===== src/rtl/frame_addr_gen_pkg.sv =====
// rtl/frame_addr_gen_pkg.sv - FSM state type, default geometry and window helper for frame_addr_gen
package frame_addr_pkg;

  typedef enum logic {
    WAIT_FRAME = 1'b0,
    IN_FRAME   = 1'b1
  } state_t;

  localparam int DEFAULT_IMAGE_W    = 160;
  localparam int DEFAULT_IMAGE_H    = 120;
  localparam int DEFAULT_SCALE_LOG2 = 1;
  localparam int DEFAULT_ADDR_W     = 16;

  // Replication counters only ever count to 2^SCALE_LOG2-1 with SCALE_LOG2 <= 2.
  localparam int REP_W = 2;

  // First coordinate past the on-screen window along one axis.
  function automatic logic [31:0] win_end(input int off, input int len, input int scale);
    return 32'(off + (len << scale));
  endfunction

endpackage


===== src/rtl/frame_addr_gen_axis_window.sv =====
// rtl/frame_addr_gen_axis_window.sv - one window axis: range compare, replication counter, strided index
module axis_window
  import frame_addr_pkg::*;
#(
  parameter int OFF        = 0,
  parameter int LEN        = DEFAULT_IMAGE_W,
  parameter int SCALE_LOG2 = DEFAULT_SCALE_LOG2,
  parameter int STRIDE     = 1,
  parameter int IDX_W      = DEFAULT_ADDR_W
) (
  input  logic             clk,
  input  logic             rst,
  input  logic             en,
  input  logic [9:0]       pos,
  input  logic             clear,
  input  logic             step,
  output logic             in_range,
  output logic [IDX_W-1:0] idx
);

  localparam logic [31:0]      LO      = 32'(OFF);
  localparam logic [31:0]      SPAN    = win_end(OFF, LEN, SCALE_LOG2) - LO;
  localparam logic [REP_W-1:0] REP_MAX = REP_W'((1 << SCALE_LOG2) - 1);
  localparam logic [IDX_W-1:0] STEP_V  = IDX_W'(STRIDE);

  logic [REP_W-1:0] rep_q;
  logic [REP_W-1:0] rep_cur;
  logic [IDX_W-1:0] idx_q;
  logic [IDX_W-1:0] idx_cur;

  // The index seen by the current tick already reflects a clear on that same tick.
  always_comb begin
    in_range = (32'(pos) - LO) < SPAN;
    rep_cur  = clear ? '0 : rep_q;
    idx_cur  = clear ? '0 : idx_q;
  end

  assign idx = idx_cur;

  always_ff @(posedge clk or posedge rst) begin
    if (rst) begin
      rep_q <= '0;
      idx_q <= '0;
    end else if (en) begin
      if (step) begin
        if (rep_cur == REP_MAX) begin
          rep_q <= '0;
          idx_q <= idx_cur + STEP_V;
        end else begin
          rep_q <= rep_cur + REP_W'(1);
          idx_q <= idx_cur;
        end
      end else if (clear) begin
        rep_q <= '0;
        idx_q <= '0;
      end
    end
  end

endmodule


===== src/rtl/frame_addr_gen.sv =====
// rtl/frame_addr_gen.sv - framebuffer read address generator for a scaled window; FRAME_ADDR_GEN_MIRROR_EN adds horizontal mirror
module frame_addr_gen
  import frame_addr_pkg::*;
#(
  parameter int IMAGE_W    = DEFAULT_IMAGE_W,
  parameter int IMAGE_H    = DEFAULT_IMAGE_H,
  parameter int SCALE_LOG2 = DEFAULT_SCALE_LOG2,
  parameter int X_OFF      = 0,
  parameter int Y_OFF      = 0,
  parameter int ADDR_W     = DEFAULT_ADDR_W
) (
  input  logic              clk,
  input  logic              rst,
  input  logic              pix_en,
  input  logic [9:0]        h,
  input  logic [9:0]        v,
`ifdef FRAME_ADDR_GEN_MIRROR_EN
  input  logic              mirror,
`endif
  output logic [ADDR_W-1:0] address,
  output logic              addr_valid,
  output logic              frame_start,
  output logic              line_start
);

  localparam logic [31:0] H_LAST = win_end(X_OFF, IMAGE_W, SCALE_LOG2) - 32'd1;
  localparam logic [31:0] V_END  = win_end(Y_OFF, IMAGE_H, SCALE_LOG2);

  state_t            state;
  logic              fs_hit;
  logic              in_frame_now;
  logic              h_in;
  logic              v_in;
  logic              h_first;
  logic              h_last;
  logic              v_past;
  logic              v_step;
  logic              pix_valid;
  logic [ADDR_W-1:0] col_idx;
  logic [ADDR_W-1:0] row_base;
  logic [ADDR_W-1:0] col_term;

  always_comb begin
    fs_hit       = (h == '0) && (v == '0);
    in_frame_now = fs_hit || (state == IN_FRAME);
    h_first      = (32'(h) == 32'(X_OFF));
    h_last       = (32'(h) == H_LAST);
    v_past       = (32'(v) >= V_END);
    v_step       = in_frame_now && v_in && h_last;
    pix_valid    = in_frame_now && h_in && v_in;
  end

  axis_window #(
    .OFF       (X_OFF),
    .LEN       (IMAGE_W),
    .SCALE_LOG2(SCALE_LOG2),
    .STRIDE    (1),
    .IDX_W     (ADDR_W)
  ) u_h_axis (
    .clk     (clk),
    .rst     (rst),
    .en      (pix_en),
    .pos     (h),
    .clear   (h_first),
    .step    (h_in),
    .in_range(h_in),
    .idx     (col_idx)
  );

  // Row index advances by a whole image line, so its count is the row base address.
  axis_window #(
    .OFF       (Y_OFF),
    .LEN       (IMAGE_H),
    .SCALE_LOG2(SCALE_LOG2),
    .STRIDE    (IMAGE_W),
    .IDX_W     (ADDR_W)
  ) u_v_axis (
    .clk     (clk),
    .rst     (rst),
    .en      (pix_en),
    .pos     (v),
    .clear   (fs_hit),
    .step    (v_step),
    .in_range(v_in),
    .idx     (row_base)
  );

`ifdef FRAME_ADDR_GEN_MIRROR_EN
  localparam logic [ADDR_W-1:0] COL_MAX = ADDR_W'(IMAGE_W - 1);
  logic mirror_q;
  logic mirror_cur;
  assign mirror_cur = fs_hit ? mirror : mirror_q;
  assign col_term   = mirror_cur ? (COL_MAX - col_idx) : col_idx;
`else
  assign col_term   = col_idx;
`endif

  always_ff @(posedge clk or posedge rst) begin
    if (rst) begin
      state       <= WAIT_FRAME;
      address     <= '0;
      addr_valid  <= 1'b0;
      frame_start <= 1'b0;
      line_start  <= 1'b0;
`ifdef FRAME_ADDR_GEN_MIRROR_EN
      mirror_q    <= 1'b0;
`endif
    end else if (pix_en) begin
      case (state)
        WAIT_FRAME: if (fs_hit) state <= IN_FRAME;
        IN_FRAME:   if (v_past && !fs_hit) state <= WAIT_FRAME;
        default:    state <= WAIT_FRAME;
      endcase
      address     <= pix_valid ? (row_base + col_term) : '0;
      addr_valid  <= pix_valid;
      frame_start <= fs_hit;
      line_start  <= in_frame_now && v_in && h_first;
`ifdef FRAME_ADDR_GEN_MIRROR_EN
      mirror_q    <= mirror_cur;
`endif
    end
  end

endmodule


===== config.mk =====
export PLATFORM = sky130hd
export DESIGN_NAME = frame_addr_gen
export DESIGN_NICKNAME = d
export VERILOG_FILES = /design/src/rtl/frame_addr_gen_pkg.sv /design/src/rtl/frame_addr_gen_axis_window.sv /design/src/rtl/frame_addr_gen.sv
export SDC_FILE = /design/constraint.sdc
export NUM_CORES = 1
export LEC_CHECK = 0
export ABC_CLOCK_PERIOD_IN_PS = 2680
export CORE_MARGIN = 1.5
export CORE_UTILIZATION = 52
export CTS_CLUSTER_DIAMETER = 50
export DETAILED_ROUTE_END_ITERATION = 10
export HOLD_SLACK_MARGIN = 0.08
export PLACE_DENSITY_LB_ADDON = 0.15
export SETUP_SLACK_MARGIN = 0.15
export SLEW_MARGIN = 20
export SYNTH_ARGS = -nofsm -noshare
export SYNTH_HDL_FRONTEND = slang
export SYNTH_SLANG_ARGS = --single-unit

===== constraint.sdc =====
create_clock -name clk -period 2.68 [get_ports clk]
set_input_delay 0.536 -clock clk [delete_from_list [all_inputs] [get_ports clk]]
set_output_delay 0.536 -clock clk [all_outputs]
set_load 0.005 [all_outputs]

==> metrics.md <==
| Metric | Value |
|---|---|
| Critical path arrival | 3.68 ns |
| Post-synth top area share | 36.67% |
| Synth Net Count | 481 |
| Synthesized area per cell | 8.548 um2 |
| Row count | 31 |
| Min-delay src | addr_valid$_DFFE_PP0P_ |
| Mapped Area | 3821 um2 |
| Critical Path Start Type | input port |
| Final hold slack | 0.5002 ns |
| Placed cell areas | 4975 um2 |
| TritonCTS clock tree | built |
| Total Power | 2.074 mW |
| Max clock buf depth | 2 |
| Lkg Pwr | around 2.6 nW |
| Ant. Diodes | 0 |
| Post-DP HPWL | 8666 um |
| Die area | 7871 um2 |
| WL per Instance | around 21 um |
| Count of final setup violators | 23 |
| Synthesis warning total | 0 |
| Endpoint class of the critical path | flop |
| First-pass GRT wire length | between 20,000 and 25,000 um |
| Cell Pwr Density | 357.9 nW/um2 |
| Slew headroom | 60.89% |
| Initial core utilization | 53.25% |
| Synth area leaders | dfrtp_1 37%, nand2_1 5.6%, o21ai_0 5.2% |
| Most frequent cell after synthesis | nand2_1 |
| Synth Area in Compound Gates | 23.84% |
| Initial DRC count | 494 |
| Post-route DRC | 0 |
| Main flop type after synthesis | dfrtp_1 |
| Final setup TNS | -7.736 ns |
| Max Slew Vio Count | 0 |
| Worst Path Required | 2.93 ns |
| Total Wirelength | 14,910 um |
| Async SR Flop Fraction | 100.0% |
| Initial antenna violation count | 0 |
| Min-delay worst type | flop to flop |
| Post-DRT Antenna Nets | 0 |
| Number of buffers created by CTS | 5 |
| Pre-antenna DRT Iters | 5 |
| Post-synthesis sequential area ratio | 36.67% |
| Max_cap viols | 0 |
| Core Area | 7176 um2 |
| Total gr overflow | 0 |
| Setup CP Type | input port to flop |
| Synth Register Bits | 56 |
| Final min period | 3.421 ns |
| GPL Wtd Cong | 0.9366 |
| Non-Filler Instances | 696 |
| Vias in the first global route | about 4,200 |
| Status | finished with violations |
| EDFF count, synth | 0 |
| Via/cell ratio | 6.424 |
| CP max-delay cell | or4_4 |
| I/O pins | 42 |
| Setup slack at placement | -1.244 ns |
| Maximum vdd ir drop | approximately 370 uV |
| Hold buffers post-CTS | 0 |
| Critical path cell sequence | buf_8 > nor4_4 > and4_4 > nand2_4 > and2_4 > ha_4 > fa_2 > maj3_2 > o21ai_2 > a22o_1 > o41ai_4 > a211oi_2 > nor2_2 > or4_4 > nand3_2 |
| Cell family with most CP delay | simple AND/OR/NAND/NOR gates |
| Clock Pin Slew Worst Setup and Hold Paths | 0.11 ns |
| Hold path depth | 1 |
| FF-to-FF End | address[12]$_DFFE_PP0P_ |
| Area Growth Syn to Fin | 51.67% |
| Setup slack, reg-to-reg | -0.13 ns |
| Syn Inst Count | roughly 450 |
| # nets final | between 600 and 700 |
| Worst path bufs/invs | 1 |
| CP peak stage delay | 0.44 ns |
| RSZ-0062 raised after global routing | true |
| Synth top cells by count | 57 x nand2_1, 56 x dfrtp_1, 40 x o21ai_0, 37 x nor2_1, 25 x a21oi_1 |
| I/O Buffers | 41 |
| Worst-Skew Late Latency | 0.32 ns |
| Dominant cell type by area after synthesis | dfrtp_1 |
| Largest net degree at the start of global routing | 57 |
| Final period util | 127.6% |
| Final worst slack | -0.7408 ns |
| Htree depth | 2 |
| Synth Area in Adders | 4.322% |
| GR Util All Layers | 36.12% |
| Layout cell share with drive strength beyond 1 | 36.68% |
| Worst r2r src | u_h_axis.idx_q[0]$_DFFE_PP0P_ |
| Synth unique cells | 62 |
| Final hold vios | 0 |
| Failing checks | negative setup slack |
| Crit Path Max Fanout | 2 |
| Mux contribution to synthesized area | under 10% |
| Final Core Density | 80.77% |
| Die H | ~90 um |
| Post-synthesis simple-gate area fraction | 23.18% |
| Slew @ Worst Pin | 0.5813 ns |
| Max Fclk | 0.2923 GHz |
| Clock Skew | 0.01778 ns |
| Clk sinks | 56 |
| Worst R2R Path Depth | 11 |
| Die Wd | 88.72 um |
| Number of fill cells | 415 |
| Vias after detailed routing | 4,471 |
| Hold Path Sink | addr_valid$_DFFE_PP0P_ |
| Synth Area in XOR/XNOR | 5.959% |
| Largest family of logic cells by synthesized area | compound AO/OA/AOI/OAI gates |
| Inst Count DP | 647 |
| Design area | a little under 6000 um2 |
| CTS Root Cell | clkbuf_8 |
[what timing repair did]
action                     CTS  global route
setup buffers               32             9
setup endpoints to repair   37            33
gates resized for setup    129            42
pin swaps                   51            39
gates cloned                 0             0
[power breakdown]
| part | internal (mW) | leakage [nW] | total, mW | switching [mW] |
|---|---|---|---|---|
| clock | 0.331 | 0.0645 | 0.624 | 0.294 |
| combinational | 0.252 | 1.75 | 0.534 | 0.282 |
| sequential | 0.879 | 0.765 | 0.916 | 0.0364 |
[routing by layer]
layer / up-vias / wire length, um / GRT usage [%]
met2: 332 / 7084 / 58.54
li1: 1916 / - / -
met3: 98 / 1318 / 6.530
met1: 2125 / 5647 / 46.34
met5: - / 0 / 0
met4: 0 / 857 / 18.04
[how the worst max path moves through the flow]
stage / start / endpoint / slack, ns / depth (start not counted)
2_1_floorplan: h[5] / address[12]$_DFFE_PP0P_ / -1.19 / 17
3_3_place_gp: v[0] / address[12]$_DFFE_PP0P_ / -1.16 / 15
3_5_place_dp: v[0] / address[12]$_DFFE_PP0P_ / -1.24 / 16
4_1_cts: v[2] / address[12]$_DFFE_PP0P_ / -0.52 / 15
5_1_grt: h[7] / address[14]$_DFFE_PP0P_ / -0.82 / 16
6_report: v[4] / address[12]$_DFFE_PP0P_ / -0.74 / 15
[state kept, by name (all words and copies together), names as in the netlist]
register and flops:
address 16, addr_valid 1, u_v_axis.rep_q 2, u_h_axis.idx_q 16
u_h_axis.rep_q 2, u_v_axis.idx_q 16, state 1, line_start 1
frame_start 1
[placed cells by master, fill, tap and decap left out, types with 7 or more instances in the layout]
cell type          n
buf_6             31
and2_1            15
clkbuf_8           7
buf_2              7
a22o_1            16
xor2_1            10
o21ai_0           26
xnor2_1           14
nand4_1            7
nand2_1           54
buf_4            100
a21oi_1           20
inv_1             11
nand3_1           10
nor2_1            30
clkdlybuf4s50_1   21
o21ai_1            8
dfrtp_1           56
ha_1               7
[area by class of cell]
cell class | count | area (um2) | area share, %
Multi-Input combinational cell | 351 | 2624 | 45.27
Inverter | 12 | 45.04 | 0.7772
Clock buffer | 7 | 96.34 | 1.662
Timing Repair Buffer | 170 | 1475 | 25.45
Sequential cell | 56 | 1401 | 24.18
Clock inverter | 1 | 30.03 | 0.5181
Tap cell | 99 | 123.9 | 2.137
[kinds of logic after synthesis]
| family | Yosys count |
|---|---|
| AOI/OAI and AO/OA | 133 |
| xor gates and xnor gates | 26 |
| adders and majority gates | 13 |
| buffers and inverters | 40 |
| DFF | 56 |
| muxes | 7 |
| and+or+nand+nor | 172 |
(Power assumes the default switching activity.)
